## src/rtl/pipo_arbiter.sv

```systemverilog
// pipo_arbiter: round-robin arbiter loading one of four requesters' data into a shared register
module pipo_arbiter #(
  parameter int n = 4
) (
  input  logic         clk,
  input  logic         rst,
  input  logic [3:0]   req,
  input  logic [n-1:0] d0,
  input  logic [n-1:0] d1,
  input  logic [n-1:0] d2,
  input  logic [n-1:0] d3,
  input  logic         hold,
  output logic [3:0]   ack,
  output logic [n-1:0] po,
  output logic [1:0]   owner,
  output logic         po_valid
);
  typedef enum logic {IDLE, WRITE} state_t;
  state_t       state_q, state_d;
  logic [n-1:0] po_q, po_d;
  logic [1:0]   owner_q, owner_d;
  logic [1:0]   ptr_q, ptr_d;
  logic         po_valid_q, po_valid_d;
  logic [3:0]   elig;
  logic [1:0]   win, idx;
  logic         found, grant;
  // the previous winner is masked for one cycle so a req still high while its ack is seen is not written twice
  assign elig = req & ~ack;
  // round-robin search from ptr; descending offsets let the nearest eligible index overwrite farther ones
  always_comb begin
    found = 1'b0;
    win = '0;
    idx = '0;
    for (int i = 3; i >= 0; i--) begin
      idx = ptr_q + 2'(i);
      if (elig[idx]) begin
        win = idx;
        found = 1'b1;
      end
    end
  end
  // a grant (WRITE) happens only when not held and something is eligible; otherwise everything holds
  always_comb begin
    grant = !hold && found;
    state_d = grant ? WRITE : IDLE;
    po_d = !grant ? po_q : win == 2'd0 ? d0 : win == 2'd1 ? d1 : win == 2'd2 ? d2 : d3;
    owner_d = grant ? win : owner_q;
    ptr_d = grant ? win + 2'd1 : ptr_q;
    po_valid_d = po_valid_q | grant;
  end
  // state register, asynchronously cleared by active-low rst
  always_ff @(posedge clk or negedge rst) begin
    if (!rst) begin
      state_q <= IDLE;
      po_q <= '0;
      owner_q <= '0;
      ptr_q <= '0;
      po_valid_q <= 1'b0;
    end else begin
      state_q <= state_d;
      po_q <= po_d;
      owner_q <= owner_d;
      ptr_q <= ptr_d;
      po_valid_q <= po_valid_d;
    end
  end
  assign ack = (state_q == WRITE) ? 4'b0001 << owner_q : 4'b0000;
  assign po = po_q;
  assign owner = owner_q;
  assign po_valid = po_valid_q;
endmodule

```

## config.mk

```make
export PLATFORM = sky130hd
export DESIGN_NAME = pipo_arbiter
export DESIGN_NICKNAME = d
export VERILOG_FILES = /design/src/rtl/pipo_arbiter.sv
export SDC_FILE = /design/constraint.sdc
export NUM_CORES = 1
export LEC_CHECK = 0
export BUFFER_PORTS_ARGS = -buffer_cell sky130_fd_sc_hd__buf_2
export CORE_ASPECT_RATIO = 1.2
export CORE_MARGIN = 2
export CORE_UTILIZATION = 25
export CTS_CLUSTER_DIAMETER = 150
export DETAILED_ROUTE_END_ITERATION = 7
export GPL_TIMING_DRIVEN = 0
export SLEW_MARGIN = 20
export SYNTH_ARGS = -nofsm -noshare
export SYNTH_HDL_FRONTEND = slang
export SYNTH_SLANG_ARGS = --single-unit
```

## constraint.sdc

```tcl
create_clock -name clk -period 3.3 [get_ports clk]
set_input_delay 0.99 -clock clk [delete_from_list [all_inputs] [get_ports clk]]
set_output_delay 0.99 -clock clk [all_outputs]
set_load 0.02 [all_outputs]
```

; ---- Word level (Yosys, flattened, before mapping)
; Index checks and enable logic that the tools add are counted.
[word_totals]
ff_bits = 10
latch_bits = 0
mem_bits_rw = 0
rom_bits = 0
inputBits = 23
out_inout_bits = 11
elab_cells = 43
n_memories = 0
[classes]
addsub = 4
multipliers = 0
n_div = 0
n_lt_le_gt_ge = 4
n_eq_ne = 2
shift = 1
n_mux = 21
n_bitwise = 3
reduce_logical = 3
[op_table]
columns = operator, n
row1 = $mux W4, 4
row2 = $lt A2 B3 Y1 const B, 4
row3 = $mux W1, 9
row4 = $bmux W1 S2, 4
row5 = $mux W2, 4
row6 = $add A2 B1 Y2 const B, 2
row7 = $add A2 B2 Y2 const B, 2
row8 = $and A4 B4 Y4, 1
row9 = $not A4 Y4, 1
row10 = $shl A1 B2 Y4 const A, 1
row11 = $eq A2 B1 Y1 const B, 1
row12 = $eq A2 B2 Y1 const B, 1
row13 = $logic_not A2 Y1, 1
row14 = $logic_and A1 B1 Y1, 1
row15 = $logic_not A1 Y1, 1
row16 = $or A1 B1 Y1, 1

; ---- Longest topological paths before layout
[logic_depth]
ltp_word = 14
mapped_depth = 12

; ---- Worst setup path before layout
; Ideal clock, no wire load.
[synth_timing]
kind = reg-to-reg
start = register owner_q[1] (netlist: owner[1])
end = register po_q[0] (netlist: po[0])
t_arrival_ps = 2463
t_required_ps = 3174
path_slack_ps = 711
path_stages_with_launch = 13
path_buffers = 1
period_less_slack_ps = 2589
path_cell_list = dfrtp_1 -> or3b_2 -> inv_1 -> o22ai_1 -> a21oi_1 -> o21ai_0 -> inv_1 -> ha_1 -> clkbuf_1 -> mux2i_1 -> o21ai_0 -> mux2i_1 -> a21oi_1
[synth_between]
elab_chain_len = 14
word_cells_on_any_way = 27
[synth_lines]
columns = item, line
row1 = start: declaration, 21  ; logic [1:0] owner_q, owner_d;
row2 = start signal: assignment, 62  ; owner_q <= owner_d;
row3 = $shl A1 B2 Y4 *, 67  ; assign ack = (state_q == WRITE) ? 4'b0001 << owner_q : 4'b0000;
row4 = $mux W4 *, 67
row5 = net ack[0], 13  ; output logic [3:0] ack,
row6 = $not A4 Y4 *, 28  ; assign elig = req & ~ack;
row7 = $and A4 B4 Y4 *, 28
row8 = $bmux W1 S2, 36  ; if (elig[idx]) begin
row9 = $mux W1 (implied by the code), 36
row10 = $mux W2 (3 in series), 36
row11 = $mux W2 *, 36
row12 = net win[1], 25  ; logic [1:0] win, idx;
row13 = $eq A2 B2 Y1, 46  ; po_d = !grant ? po_q : win == 2'd0 ? d0 : win == 2'd1 ? d1 : win == 2'd2 ? d2 : d3;
row14 = $mux W4 (2 in series), 46
row15 = $mux W4 *, 46
row16 = end signal: assignment, 61  ; po_q <= po_d;
row17 = end: declaration, 20  ; logic [n-1:0] po_q, po_d;
; Mark *: on every way through the listed nets, which the timed path passes. The rest lies on a longest branch. The select of a mux whose other input is x is not followed.
; A chain may end at the register's enable or synchronous reset.

; ---- Worst setup path in the final report
[layout_timing]
start = input req[1]
end = register po_q[3] (netlist: po[3])
[layout_between]
elab_chain_len = 11
word_cells_on_any_way = 24
[layout_lines]
columns = item, line
row1 = start: declaration, 7  ; input logic [3:0] req,
row2 = $and A4 B4 Y4 *, 28
row3 = $bmux W1 S2, 36
row4 = $mux W1 (implied by the code), 36
row5 = $mux W2 (3 in series), 36
row6 = $mux W2 *, 36
row7 = net win[1], 25
row8 = $eq A2 B2 Y1, 46
row9 = $mux W4 (2 in series), 46
row10 = $mux W4 *, 46
; Marks and branches as above.

==> results.md <==
* I/O Pins at 34
* Power per Cell Area at 806 nW/µm²
* Int Pwr at 434 µW
* Worst setup EP type: flip-flop
* Dpl hpwl at 1.33 mm
* Final wirelength at 1.60 mm
* Critical path type: in2reg
* Number of iterations in the first detailed-routing pass at 4
* # rows at 21
* Post-Syn Area at 721 µm²
* Hold Crit Class: reg2reg
* Share of flip-flops with an asynchronous set or reset at 1.00
* Most common library cell in the layout ignoring fill and taps: buf_2
* CTS tree: done
* Worst path slowest cell: o21ai_0
* Worst VDD drop at 0.000438 V
* CTS resizes at 0
* H-tree depth at 1
* Post-CTS repair timing setup buffer count at 0
* Post-synth EDFFs at 0
* Clk_skew at 0.00233 ns
* Cts hold-fix bufs at 0
* Root buf cell: clkbuf_4
* Worst setup SP type: input port
* Skew-Pair Late Insertion Delay at 0.26 ns
* Switching share of power at 0.442
* Leak at 0.480 nW
* DRT iter0 DRCs at 3
* Slew Limit Headroom at 0.686
* Placed insts at 148
* Die area at 3330 µm²
* CTS Buf Count at 3
* FILL cells at 306
* Synthesis-to-finish area growth at 33.9%
* Fin crit share at 0.813
* Total GRT Usage at 0.101
* Initial Utilization at 0.261
* Flip-flop and latch area at 250 µm²
* Max-slew violation count at 0
* Register bit total from synthesis at 10
* Largest fanout on the critical path at 4
* Max cap viols at 0
* Setup violations, final at 0
* Largest net degree at the start of global routing at 11
* Clk pin slew, worst setup/hold paths at 0.07 ns
* Top-area cell type share of the netlist area at 0.347
* Setup TNS at 0 ns
* Placer Congestion at 0.678
* Sequential share of power at 0.289
* Arrival time worst endpoint at 2.88 ns
* Cell Chain, Critical Path: buf_2 > inv_1 > o22ai_1 > a21oi_1 > o21ai_0 > inv_1 > ha_1 > clkbuf_1 > mux2i_1 > o21ai_0 > mux2i_1 > a21oi_1
* Dpl ws at 0.286 ns
* Hold Vio Cnt, Final at 0
* Minimum clock period at 2.68 ns
* WHS at 0.469 ns
* Syn nets at 107
* Commonest cells after routing, fill and taps aside: buf_2, dfrtp_1, mux2i_1
* Core Area at 2760 µm²
* IO buf count at 33
* NetSw at 343 µW
* Clk sink count at 10
* DIE WIDTH at 53.0 µm
* Outcome: finished, final reports clean
* First-pass GRT wire length at 2.64 mm
* Vias at 721
* Initial antenna violation count at 0
* Max Root-Sink Buffers at 2
* Gate power share at 0.569
* Syn Inst Count at 81
* Via count of the first global-routing pass at 657
* GRT overflow at 0
* Ys Warns at 0
* RSZ-0062 raised after global routing: false
* Worst path max stage delay at 0.39 ns
* Post-synth cell types at 31
* Required @ worst endpoint at 3.49 ns
* WL/cell at 10.5 µm
* Final Non-Filler Cells at 152
* Worst slew pin tran at 0.465 ns
* Die Y at 62.8 µm
* Clock network power share at 0.142
* Ys flop type: dfrtp_1
* Antenna cells at 0
* Max Fclk at 373 MHz
* Avg Vias per Cell at 4.74
* Seq/Total Area, Yosys at 0.347
* Layout cells sized above 1 at 0.398
* Final nets at 145
* Routed Antenna Nets at 0
* DR DRC count at 0
* Final worst setup slack at 0.616 ns
* Largest area contributor in the netlist: dfrtp_1
* Syn avg cell area at 8.90 µm²
* Top post-synthesis cells by area: dfrtp_1, mux2i_1, ha_1, a21oi_1, o21ai_0
* Multi-input gate area at 439 µm²
==> power by group through the flow <==
stage               clock network [mW]  logic [mW]  registers [mW]
floorplan                            0       0.282           0.264
CTS                              0.113       0.451           0.223
global placement                     0       0.439           0.224
detailed placement                   0       0.450           0.223
finish                           0.111       0.443           0.224
global route                     0.118       0.492           0.233
==> critical path, delay by kind of cell <==
| kind | cells | cell delay [ns] |
|---|---|---|
| compound gates | 5 | 0.99 |
| fa+ha+maj | 1 | 0.21 |
| buf+inv | 4 | 0.41 |
| mux | 2 | 0.25 |
==> flip-flops by register name, summed over array words and instances (netlist names) <==
signal    count
po_valid      1
state_q       1
ptr_q         2
po            4
owner         2
==> metal layers <==
| layer | up-vias | wire [µm] | GRT usage |
|---|---|---|---|
| met3 | 0 | 112 | 0.0191 |
| met4 | 0 | 0 | 0.0288 |
| met5 | - | 0 | 0 |
| li1 | 365 | - | - |
| met2 | 25 | 799 | 0.167 |
| met1 | 331 | 690 | 0.131 |
==> cell type report <==
cell class              instances  share of cell area
flip-flops and latches         10               0.259
clock buffers                   4              0.0376
well taps                      34              0.0441
repair buffers                 33               0.171
inverters                       5              0.0195
multi-input cells              63               0.455
plain buffers                   3              0.0130
==> metrics by stage <==
stage	power [mW]	utilization	instance area (µm²)
finish	0.778	0.350	965
global placement	0.663	0.337	928
CTS	0.787	0.350	965
global route	0.843	0.350	965
detailed placement	0.673	0.337	928
floorplan	0.547	-	721
==> kinds of logic after synthesis <==
group                    Yosys count  share of synthesized area
adder cells (fa/ha/maj)            3                     0.0521
buffers and inverters              8                     0.0434
multiplexers                      11                      0.161
AO/OA/AOI/OAI                     22                      0.182
AND/OR/NAND/NOR                   27                      0.214
flip-flops                        10                      0.347
==> worst paths after layout <==
kind                       slack (ns)                   end                 start  cells past startpoint
setup / recovery                 0.62     po[3]$_DFFE_PN0P_                req[1]                     12
setup reg to reg                 0.64     po[1]$_DFFE_PN0P_  owner[1]$_DFFE_PN0P_                     12
min in group asynchronous        0.57     po[2]$_DFFE_PN0P_                   rst                      1
hold reg to reg                  0.47    po_valid$_DFF_PN0_    po_valid$_DFF_PN0_                      1
hold / removal                   0.47    po_valid$_DFF_PN0_    po_valid$_DFF_PN0_                      1
max in group asynchronous        2.55  owner[0]$_DFFE_PN0P_                   rst                      1
==> synthesized netlist by cell type, drive strengths merged (2+ instances only) <==
| master | count |
|---|---|
| nand2 | 7 |
| ha | 3 |
| mux2i | 9 |
| nor2 | 7 |
| mux2 | 2 |
| nand2b | 2 |
| o22ai | 2 |
| a21oi | 7 |
| inv | 5 |
| and3b | 2 |
| buf | 2 |
| dfrtp | 10 |
| a31oi | 3 |
| nand3 | 2 |
| o21ai | 7 |
(Power assumes the default switching activity.)
